==> src/rtl/cpu_arb_pkg.sv <==
// Shared types and helpers for the 4-way round-robin Mux4 arbiter.
package cpu_arb_pkg;

    typedef enum logic {
        IDLE  = 1'b0,
        GRANT = 1'b1
    } arb_state_t;

    localparam int NUM_REQ = 4;
    localparam int SEL_W   = 2;

    // Reference round-robin pick: first set bit of mask searching ptr, ptr+1,
    // ptr+2, ptr+3 (mod 4). Only meaningful when mask != 0.
    function automatic logic [1:0] rr_pick(input logic [3:0] mask, input logic [1:0] ptr);
        logic [1:0] idx;
        rr_pick = ptr;
        for (int i = 3; i >= 0; i--) begin
            idx = ptr + 2'(i);
            if (mask[idx]) begin
                rr_pick = idx;
            end
        end
    endfunction

endpackage

==> src/rtl/rr_pick4.sv <==
// Combinational round-robin picker: rotate the mask so ptr sits at bit 0,
// priority-encode the lowest set bit, then add ptr back to un-rotate.
module rr_pick4
    import cpu_arb_pkg::*;
(
    input  logic [NUM_REQ-1:0] i_mask,
    input  logic [SEL_W-1:0]   i_ptr,
    output logic [SEL_W-1:0]   o_idx,
    output logic               o_any
);

    logic [NUM_REQ-1:0] w_rot;
    logic [SEL_W-1:0]   w_off;

    // Rotate so that requester ptr lands at position 0.
    always_comb begin
        w_rot = '0;
        for (int k = 0; k < NUM_REQ; k++) begin
            w_rot[k] = i_mask[i_ptr + 2'(k)];
        end
    end

    // Lowest set bit of the rotated mask is the closest requester after ptr.
    always_comb begin
        w_off = 2'd0;
        if (w_rot[0]) begin
            w_off = 2'd0;
        end else if (w_rot[1]) begin
            w_off = 2'd1;
        end else if (w_rot[2]) begin
            w_off = 2'd2;
        end else if (w_rot[3]) begin
            w_off = 2'd3;
        end
    end

    // Un-rotate: 2-bit addition wraps naturally mod 4.
    assign o_idx = i_ptr + w_off;
    assign o_any = |i_mask;

endmodule

==> src/rtl/mux4_rr_arbiter.sv <==
// Round-robin arbiter that owns the select of a shared Mux4. Grants are
// registered and one-hot; an owner is forced off after MAX_HOLD cycles when
// others are waiting. sel_port holds the last owner while idle so the Mux4
// output stays stable. MAX_HOLD legal range is 1..15.
//
// Handshake: req[k] is a level request sampled every posedge; gnt[k] rises one
// clock after req[k] is seen and the owner keeps it until it drops req, is
// rotated out, or rst is asserted. There is no separate ack.
module mux4_rr_arbiter
    import cpu_arb_pkg::*;
#(
    parameter int MAX_HOLD = 4
)
(
    input  logic               clk,
    input  logic               rst,
    input  logic [NUM_REQ-1:0] req,
    output logic [NUM_REQ-1:0] gnt,
    output logic [SEL_W-1:0]   sel_port,
    output logic               bus_valid,
    output logic [3:0]         hold_cnt
);

    localparam logic [3:0] HOLD_LAST = 4'(MAX_HOLD - 1);

    arb_state_t         r_state;
    logic [SEL_W-1:0]   r_owner;
    logic [SEL_W-1:0]   r_ptr;
    logic [3:0]         r_hold;
    logic [NUM_REQ-1:0] r_gnt;

    arb_state_t         w_state_nxt;
    logic [SEL_W-1:0]   w_owner_nxt;
    logic [SEL_W-1:0]   w_ptr_nxt;
    logic [3:0]         w_hold_nxt;
    logic [NUM_REQ-1:0] w_gnt_nxt;
    logic               w_take;

    logic [NUM_REQ-1:0] w_others;
    logic [NUM_REQ-1:0] w_mask;
    logic [SEL_W-1:0]   w_pick;
    logic               w_any;

    // Candidates: everyone when idle, everyone except the owner when granted.
    assign w_others = req & ~(4'b0001 << r_owner);
    assign w_mask   = (r_state == IDLE) ? req : w_others;

    rr_pick4 u_pick (
        .i_mask (w_mask),
        .i_ptr  (r_ptr),
        .o_idx  (w_pick),
        .o_any  (w_any)
    );

    // Next-state: grant, hand-over, forced rotation, hold, or release.
    always_comb begin
        w_state_nxt = r_state;
        w_owner_nxt = r_owner;
        w_ptr_nxt   = r_ptr;
        w_hold_nxt  = r_hold;
        w_take      = 1'b0;

        case (r_state)
            IDLE: begin
                if (w_any) begin
                    w_take = 1'b1;
                end
            end
            GRANT: begin
                if (!req[r_owner]) begin
                    if (w_any) begin
                        w_take = 1'b1;
                    end else begin
                        w_state_nxt = IDLE;
                        w_hold_nxt  = 4'd0;
                    end
                end else if ((r_hold == HOLD_LAST) && w_any) begin
                    w_take = 1'b1;
                end else if (r_hold != HOLD_LAST) begin
                    w_hold_nxt = r_hold + 4'd1;
                end
            end
            default: begin
                w_state_nxt = IDLE;
            end
        endcase

        if (w_take) begin
            w_state_nxt = GRANT;
            w_owner_nxt = w_pick;
            w_hold_nxt  = 4'd0;
            w_ptr_nxt   = w_pick + 2'd1;
        end

        w_gnt_nxt = (w_state_nxt == GRANT) ? (4'b0001 << w_owner_nxt) : 4'b0000;
    end

    // State registers with synchronous reset that overrides any grant.
    always_ff @(posedge clk) begin
        if (rst) begin
            r_state <= IDLE;
            r_owner <= '0;
            r_ptr   <= '0;
            r_hold  <= '0;
            r_gnt   <= '0;
        end else begin
            r_state <= w_state_nxt;
            r_owner <= w_owner_nxt;
            r_ptr   <= w_ptr_nxt;
            r_hold  <= w_hold_nxt;
            r_gnt   <= w_gnt_nxt;
        end
    end

    assign gnt       = r_gnt;
    assign sel_port  = r_owner;
    assign bus_valid = |r_gnt;
    assign hold_cnt  = r_hold;

endmodule
==> config.mk <==
export PLATFORM = sky130hd
export DESIGN_NAME = mux4_rr_arbiter
export DESIGN_NICKNAME = d
export VERILOG_FILES = /design/src/rtl/cpu_arb_pkg.sv /design/src/rtl/rr_pick4.sv /design/src/rtl/mux4_rr_arbiter.sv
export SDC_FILE = /design/constraint.sdc
export NUM_CORES = 1
export LEC_CHECK = 0
export CAP_MARGIN = 20
export CORE_MARGIN = 8
export CORE_UTILIZATION = 40
export CTS_BUF_LIST = sky130_fd_sc_hd__clkbuf_16
export CTS_CLUSTER_DIAMETER = 40
export DETAILED_ROUTE_END_ITERATION = 10
export GPL_ROUTABILITY_DRIVEN = 0
export GPL_TIMING_DRIVEN = 1
export PLACE_DENSITY = 0.7
export SYNTH_ARGS = -nofsm -noshare
export SYNTH_HDL_FRONTEND = slang
export SYNTH_SLANG_ARGS = --single-unit
==> constraint.sdc <==
create_clock -name clk -period 3.2 [get_ports clk]
set_input_delay 0.48 -clock clk [delete_from_list [all_inputs] [get_ports clk]]
set_output_delay 0.48 -clock clk [all_outputs]
set_load 0.02 [all_outputs]
==> run metrics, run 1 <==
die area=4006 um^2; syn avg cell area=8.440 um^2; HPWL Detailed=1.482 mm; # IOs=17; deepest clock path buffer count=2; Core ar.=2170 um^2; final setup vio count=0; Final Core Density=52.13%; antenna-violating nets left=0; die height=63.29 um; Final Cycle Share=84.13%; hold slack=515.1 ps; status=completed; Hold Buf Count CTS=0; NumNets Final=129; YS warnings=0; initial antenna violation count=0; Clock Skew=3.044 ps; synthesized cell area=894.6 um^2; clock slew at reported path FFs=40 ps; crit path buf inv count=2; CP endpoint kind=flip-flop; reg-to-reg startpoint=sel_port[0]; initial drt markers=32; First-pass DRT Iterations=4; crit-path cells=clkdlybuf4s50_1, inv_1, nor2_1, nor3_1, a311oi_1, o211ai_1, ha_1, xnor2_1, xnor2_1, or3_1, a21oi_1; CP startpoint kind=input port; placed cell area=1052 um^2; port bufs=16; Hold Fails Final Rpt=0; post-synth cell types=45; TNS Setup=0 ps; residual DRC count=0; cells after synthesis=106; drt total wl=2.044 mm; area leader, netlist=dfxtp_1; Sink Count=13; largest net degree at the start of global routing=13; Worst Path Arrival=2860 ps; TritonCTS clock tree=done; DR vias=832; LEAKAGE=0.4401 nW; Overflow after GRT=0; antenna cells=0; share of cells above drive strength 1=8.333%; Async S/R FF share, synth=0%; TritonCTS buffer count=3; GRT Total Usage=10.54%; top post-synthesis cells by count=dfxtp_1, nor2_1, a21oi_1, nand2_1, inv_1; maximum fanout along the worst path=5; # rows=17; Die Span X=63.29 um; RSZ-0062 raised after global routing=no; Top delay family on crit path=simple AND/OR/NAND/NOR gates; Setup WS pre-CTS=231.5 ps; post-route worst setup slack=508.0 ps; ranking of synthesized cells by area=dfxtp_1, a21oi_1, nor2_1; Synthesized Nets=114; VDD IR max=543.5 uV; FF+latch count, synth=13; Worst Hold Path EP=hold_cnt[3]; Max stage delay cell, worst path=clkdlybuf4s50_1; Vias/cell=5.622; clk_lat worst skew=240 ps; worst-margin pin slew=530.5 ps; FMAX=371.5 MHz; fin crit period=2692 ps; fin. max-slew vios=0; Worst R2R End=r_ptr[1]; Syn-to-layout area delta=26.43%; Crit path required time=3370 ps; share of the synthesized area in the top cell type=29.09%; first-pass GRT wire length=3.484 mm; Setup Buffers After CTS=0; FF-to-FF path depth=10; initial core utilization=41.23%; Reg2Reg Setup Slack=570 ps; Final Cell Area=1131 um^2; cell mode on critical path=xnor2_1; most common flop cell mapped by yosys=dfxtp_1; number of synthesized flops with an enable pin=0; vias in the first global route=815; H-tree levels=1; Max Cap Viol=0; CTS root buf=clkbuf_16; Critical Path Max Stage Delay=520 ps; power per cell area=859.8 nW/um^2; WS Path Type=input port to flip-flop; Seq/Total Area, Yosys=29.09%; most frequent cell after synthesis=dfxtp_1; cts repair resizes=0; hold_sp=hold_cnt[3]; per-cell routed wire length=13.81 um; Slew HR=64.59%; worst hold path depth=2; Hold Path Class=flip-flop to flip-flop
routing by layer:
metal / wire [um] / track usage, % / up-vias
li1: - / - / 423
met3: 152 / 4.770 / 2
met4: 23 / 4.178 / 0
met5: 0 / 0 / -
met2: 898 / 17.16 / 22
met1: 970 / 11.70 / 385
layout make-up:
cell class	count	area (um^2)
Tap cell	28	35.03
Multi-Input combinational cell	82	578.1
Fill cell	219	1039
Clock buffer	3	75.07
Sequential cell	13	260.3
Clock inverter	1	3.754
Timing Repair Buffer	16	160.2
Inverter	5	18.77
cell families (layout without fill, tap and decap cells):
group                    Yosys count  after routing  synth area share, %
AND/OR/NAND/NOR                   41             41                27.69
adder cells (fa/ha/maj)            2              2                2.797
flip-flops                        13             13                29.09
AO/OA/AOI/OAI                     31             31                23.92
XOR/XNOR                           4              4                3.917
multiplexers                       4              4                6.293
buffers and inverters             11             25                6.293
cells in the final DEF (no fill, tap or decap), types with 2 or more instances in the layout:
cell,count
clkdlybuf4s50_1,16
o21ai_1,2
or3_1,2
nand3b_1,2
clkbuf_16,3
nand2_1,7
a21oi_1,10
mux2i_1,2
and3_1,2
nor2_1,12
nand3_1,4
dfxtp_1,13
and2_1,3
o211ai_1,2
o21ai_0,3
inv_1,6
ha_1,2
xnor2_1,3
a32oi_1,2
through the flow:
| stage | power, mW | std cells |
|---|---|---|
| 6_report | 0.9725 | 148 |
| 5_1_grt | 1.049 | 148 |
| 4_1_cts | 0.9829 | 148 |
| 3_5_place_dp | 0.7417 | 144 |
| 3_3_place_gp | 0.7363 | 144 |
| 2_1_floorplan | 0.6184 | 106 |
worst max-delay path by stage:
stage / start / end / slack [ps] / depth (start not counted)
3_3_place_gp: req[0] / r_ptr[1] / 360 / 11
3_5_place_dp: req[0] / r_ptr[1] / 230 / 11
2_1_floorplan: sel_port[0] / r_ptr[1] / 800 / 10
5_1_grt: req[0] / r_ptr[1] / 250 / 11
6_report: req[0] / r_ptr[1] / 510 / 11
4_1_cts: req[0] / r_ptr[1] / 490 / 11
worst register-to-register path: cells and delay by family (launching register included):
family,cells,cell delay (ps)
AOI/OAI and AO/OA,3,510
xor gates and xnor gates,2,290
adders and majority gates,1,330
DFF,1,650
and+or+nand+nor,4,790
power breakdown:
group | internal, mW | switching, mW | total [mW]
logic | 0.237 | 0.232 | 0.469
registers | 0.203 | 0.0699 | 0.272
clock network | 0.164 | 0.0665 | 0.231
total | 0.604 | 0.369 | 0.972
flip-flops by register name, summed over array words and instances, names as in the netlist:
signal    flops
gnt           4
hold_cnt      4
r_ptr         2
sel_port      2
r_state       1
No activity file was read; power rests on OpenSTA's default activity.
==> run 2: changes to the inputs <==
- PLACE_DENSITY: 0.7 -> 0.73
- clock period: 3.2 -> 2.3 ns (I/O delays scaled with it)
==> run metrics, run 2 (synthesis results as in run 1) <==
Max Cap Viol=0 (unchanged); final total power=1.596 mW (+64%); TritonCTS clock tree=done; DR vias=926 (+11%); HPWL Detailed=1.714 mm (+16%); most frequent cells in the layout=buf_4, clkdlybuf4s50_1, nor2_1, dfxtp_1, a21oi_1; share of cells above drive strength 1=30.99% (+23 points); Hold Fails Final Rpt=0 (unchanged); WS Path Type=flip-flop to flip-flop; per-cell routed wire length=13.67 um (-1.0%); Final Core Density=61.76% (+9.6 points); port bufs=16 (unchanged); Reg2Reg Setup Slack=-60 ps (-630 ps); die area=4006 um^2 (unchanged); antenna cells=0 (unchanged); initial antenna violation count=0 (unchanged); VDD IR max=1253 uV (+130%); # rows=17 (unchanged); reg-to-reg startpoint=sel_port[1]; LEAKAGE=0.5579 nW (+27%); GRT Total Usage=11.47% (+0.93 points); residual DRC count=0 (unchanged); CTS root buf=clkbuf_16; Clock Skew=2.731 ps (-0.3136 ps); most common cell after layout, fill and taps aside=buf_4; drt total wl=2.324 mm (+14%); antenna-violating nets left=0 (unchanged); post-route worst setup slack=-64.99 ps (-573.0 ps); H-tree levels=1 (unchanged); clk_lat worst skew=240 ps (about the same); vias in the first global route=925 (+13%); Core ar.=2170 um^2 (unchanged); final setup vio count=1 (+1); FILL cells=212 (-3.2%); CP startpoint kind=flip-flop; power per cell area=1191 nW/um^2 (+39%); first-pass GRT wire length=3.884 mm (+11%); Hold Buf Count CTS=0 (unchanged); hold_sp=hold_cnt[3]; fin crit period=2365 ps; Syn-to-layout area delta=49.79%; Worst R2R End=r_ptr[1]; violated checks=negative setup slack; maximum fanout along the worst path=7 (+2); die height=63.29 um (unchanged); Worst Hold Path EP=hold_cnt[3]; FMAX=422.8 MHz; Worst Path Arrival=2530 ps (-330 ps); status=finished with violations; clock slew at reported path FFs=50 ps (about the same); fin. max-slew vios=0 (unchanged); FF-to-FF path depth=10 (unchanged); Sink Count=13 (unchanged); First-pass DRT Iterations=4 (unchanged); NumNets Final=151 (+17%); Die Span X=63.29 um (unchanged); Crit path required time=2470 ps (-900 ps); Slew HR=70.48% (+5.9 points); worst-margin pin slew=441.4 ps (-89.04 ps); CP endpoint kind=flip-flop; # IOs=17 (unchanged); TritonCTS buffer count=3 (unchanged); initial core utilization=41.23% (unchanged); Vias/cell=5.447 (-3.1%); worst hold path depth=2 (unchanged); deepest clock path buffer count=2 (unchanged); largest net degree at the start of global routing=13 (unchanged); Final Cycle Share=102.8%; CP startpoint=sel_port[1]; RSZ-0062 raised after global routing=yes; Overflow after GRT=0 (unchanged); initial drt markers=23 (-28%); Hold Path Class=flip-flop to flip-flop
==> run 2: cell count changes in the layout (fill, tap and decap cells not counted), sizes merged <==
cell  delta
buf     +22
==> run 2: how the worst max path moves through the flow <==
stage / to / cells after the start / slack, ps
3_3_place_gp: r_ptr[1] / 11 / -310
3_5_place_dp: r_ptr[1] / 11 / -450
5_1_grt: r_ptr[1] / 10 / -130
4_1_cts: r_ptr[1] / 11 / -50
6_report: r_ptr[1] / 10 / -60
2_1_floorplan: r_ptr[1] / 10 / 1
==> run 2: repair_timing <==
action / 4_1_cts / 5_1_grt
pin swaps: 4 / 1
setup endpoints to repair: 6 / 7
gates resized for setup: 6 / 6
setup buffers: 2 / 1
==> run 2: per-layer routing <==
layer  vias to the layer above  GRT usage [%]  wire length, um
met5                         -              0                0
met4                         0          4.178               40
met3                         7          5.124              153
met2                        26          19.46             1109
met1                       432          12.27             1020
li1                        461              -                -
==> run 2: per-stage QoR <==
stage	area [um^2]	hold slack [ps]	setup WS (ps)	TNS, ps	instances
3_3_place_gp	1202	491.1	-306.4	-1805	163
6_report	1340	515.1	-64.99	-64.99	170
2_1_floorplan	902.1	531.5	1.253	0	106
4_1_cts	1318	519.8	-45.36	-87.25	169
5_1_grt	1340	559.5	-134.3	-512.5	170
3_5_place_dp	1202	507.9	-445.6	-2600	163
==> run 2: critical path: stages, from the launching register on <==
cell and delay (ps):
dfxtp_4 360, nor3b_4 260, nor2_4 70, buf_6 120, a2111o_1 340, o211ai_1 100
ha_2 330, xnor2_2 140, xnor2_1 140, or3_1 320, a21oi_1 120
==> run 2: final cells by class <==
| type | count | area, um^2 | area share (%) |
|---|---|---|---|
| Tap cell | 28 | 35.03 | 2.614 |
| Inverter | 5 | 18.77 | 1.401 |
| Sequential cell | 13 | 269.0 | 20.07 |
| Clock inverter | 1 | 3.754 | 0.2801 |
| Timing Repair Buffer | 38 | 329.1 | 24.56 |
| Clock buffer | 3 | 75.07 | 5.602 |
| Multi-Input combinational cell | 82 | 609.3 | 45.47 |
==> run 2: where the power goes <==
part / total (mW) / switching, mW / internal (mW)
registers: 0.356 / 0.0680 / 0.288
clock network: 0.325 / 0.0957 / 0.229
logic: 0.915 / 0.418 / 0.497
==> run 3: changes to the inputs <==
- GPL_TIMING_DRIVEN: 1 -> 0
- SKIP_CTS_REPAIR_TIMING: unset -> 1
==> run metrics, run 3 (synthesis results as in run 1) <==
HPWL Detailed=1.565 mm (-8.7%); most common cell after layout, fill and taps aside=clkdlybuf4s50_1; Syn-to-layout area delta=40.98%; CP startpoint kind=flip-flop; GRT Total Usage=10.49% (-0.98 points); residual DRC count=0 (unchanged); VDD IR max=1267 uV (+1.1%); drt total wl=2.220 mm (-4.5%); FILL cells=212 (unchanged); first-pass GRT wire length=3.567 mm (-8.2%); share of cells above drive strength 1=20.61% (-10 points); die area=4006 um^2 (unchanged); CTS root buf=clkbuf_16; Hold Path Class=flip-flop to flip-flop; WS Path Type=flip-flop to flip-flop; maximum fanout along the worst path=8 (+1); Top delay family on crit path=simple AND/OR/NAND/NOR gates; Final Cell Area=1261 um^2 (-5.9%); Final Cycle Share=105.7% (+2.9 points); LEAKAGE=0.5237 nW (-6.1%); Crit path required time=2470 ps (about the same); Slew HR=70.61% (+0.13 points); crit path buf inv count=1 (unchanged); Final Core Density=58.13% (-3.6 points); # IOs=17 (unchanged); per-cell routed wire length=13.96 um (+2.1%); antenna-violating nets left=0 (unchanged); Max Cap Viol=0 (unchanged); Sink Count=13 (unchanged); clock slew at reported path FFs=40 ps (about the same); antenna cells=0 (unchanged); Clock Skew=0.9380 ps (-1.793 ps); initial antenna violation count=0 (unchanged); hold slack=514.2 ps (-0.9050 ps); initial core utilization=41.23% (unchanged); RSZ-0062 raised after global routing=yes; deepest clock path buffer count=2 (unchanged); final total power=1.504 mW (-5.8%); most frequent cells in the layout=clkdlybuf4s50_1, nor2_1, dfxtp_1; clk_lat worst skew=240 ps (about the same); Max stage delay cell, worst path=a2111o_1; fin. max-slew vios=0 (unchanged); violated checks=negative setup slack; port bufs=16 (unchanged); NumNets Final=140 (-7.3%); die height=63.29 um (unchanged); fin crit period=2431 ps (+66.26 ps); initial drt markers=19 (-17%); post-route worst setup slack=-131.2 ps (-66.26 ps); largest net degree at the start of global routing=11 (-2); crit-path cells=buf_8, nand3b_1, and2_4, a2111o_1, o211ai_1, ha_2, xnor2_2, xnor2_1, or3_1, a21oi_1; power per cell area=1192 nW/um^2 (+0.11%); Overflow after GRT=0 (unchanged); H-tree levels=1 (unchanged); Vias/cell=5.579 (+2.4%); vias in the first global route=855 (-7.6%); final setup vio count=3 (+2); Worst Path Arrival=2600 ps (+70 ps); TritonCTS clock tree=done; # rows=17 (unchanged); CP endpoint kind=flip-flop; worst-margin pin slew=440.8 ps (-0.6068 ps); placed cell area=1097 um^2 (-8.7%); Critical Path Max Stage Delay=370 ps (about the same); Core ar.=2170 um^2 (unchanged); TNS Setup=-156.3 ps (-91.31 ps); Hold Fails Final Rpt=0 (unchanged); TritonCTS buffer count=3 (unchanged); First-pass DRT Iterations=4 (unchanged); FMAX=411.3 MHz (-2.7%); Die Span X=63.29 um (unchanged); status=finished with violations; DR vias=887 (-4.2%)
[run 3: cell types whose count changed in the layout (fill, tap and decap cells not counted), sizes merged]
| cell | change |
|---|---|
| clkbuf | +2 |
| dlymetal6s2s | +3 |
| buf | -13 |
| clkdlybuf4s50 | -3 |
[run 3: worst paths after layout]
| check | start | to | slack (ps) | cells past startpoint |
|---|---|---|---|---|
| max | sel_port[0] | r_ptr[1] | -130 | 10 |
| min | hold_cnt[3] | hold_cnt[3] | 510 | 2 |
| max reg2reg | sel_port[0] | r_ptr[1] | -130 | 10 |
| min reg2reg | hold_cnt[3] | hold_cnt[3] | 510 | 2 |
[run 3: worst min-delay path: stages (launching register included)]
cell	delay, ps
dfxtp_1	330
o21ai_1	80
a21oi_1	60
[run 3: layer usage]
layer / wire (um) / vias to the layer above / global-route usage (%)
met5: 0 / - / 0
met4: 30 / 0 / 4.457
met3: 121 / 4 / 3.710
met2: 1058 / 20 / 18.05
met1: 1009 / 421 / 11.35
li1: - / 442 / -
[run 3: where the power goes]
part | total, mW | switching [mW] | internal (mW)
registers | 0.332 | 0.0462 | 0.286
logic | 0.851 | 0.424 | 0.427
clock network | 0.321 | 0.0919 | 0.229
[run 3: area by class of cell]
| cell class | count | area, um^2 | area share (%) |
|---|---|---|---|
| flip-flops and latches | 13 | 265.3 | 21.03 |
| multi-input cells | 82 | 613.1 | 48.61 |
| plain buffers | 5 | 37.54 | 2.976 |
| clock buffers | 3 | 75.07 | 5.952 |
| clock inverters | 1 | 3.754 | 0.2976 |
| well taps | 28 | 35.03 | 2.778 |
| repair buffers | 22 | 212.7 | 16.87 |
| inverters | 5 | 18.77 | 1.488 |
[run 3: metrics by stage]
step / std cells / setup slack [ps]
final: 159 / -131.2
after detailed placement: 150 / -588.8
after global placement: 150 / -479.6
after CTS: 154 / -363.2
after global routing: 159 / -223.0
after floorplan: 106 / 1.253
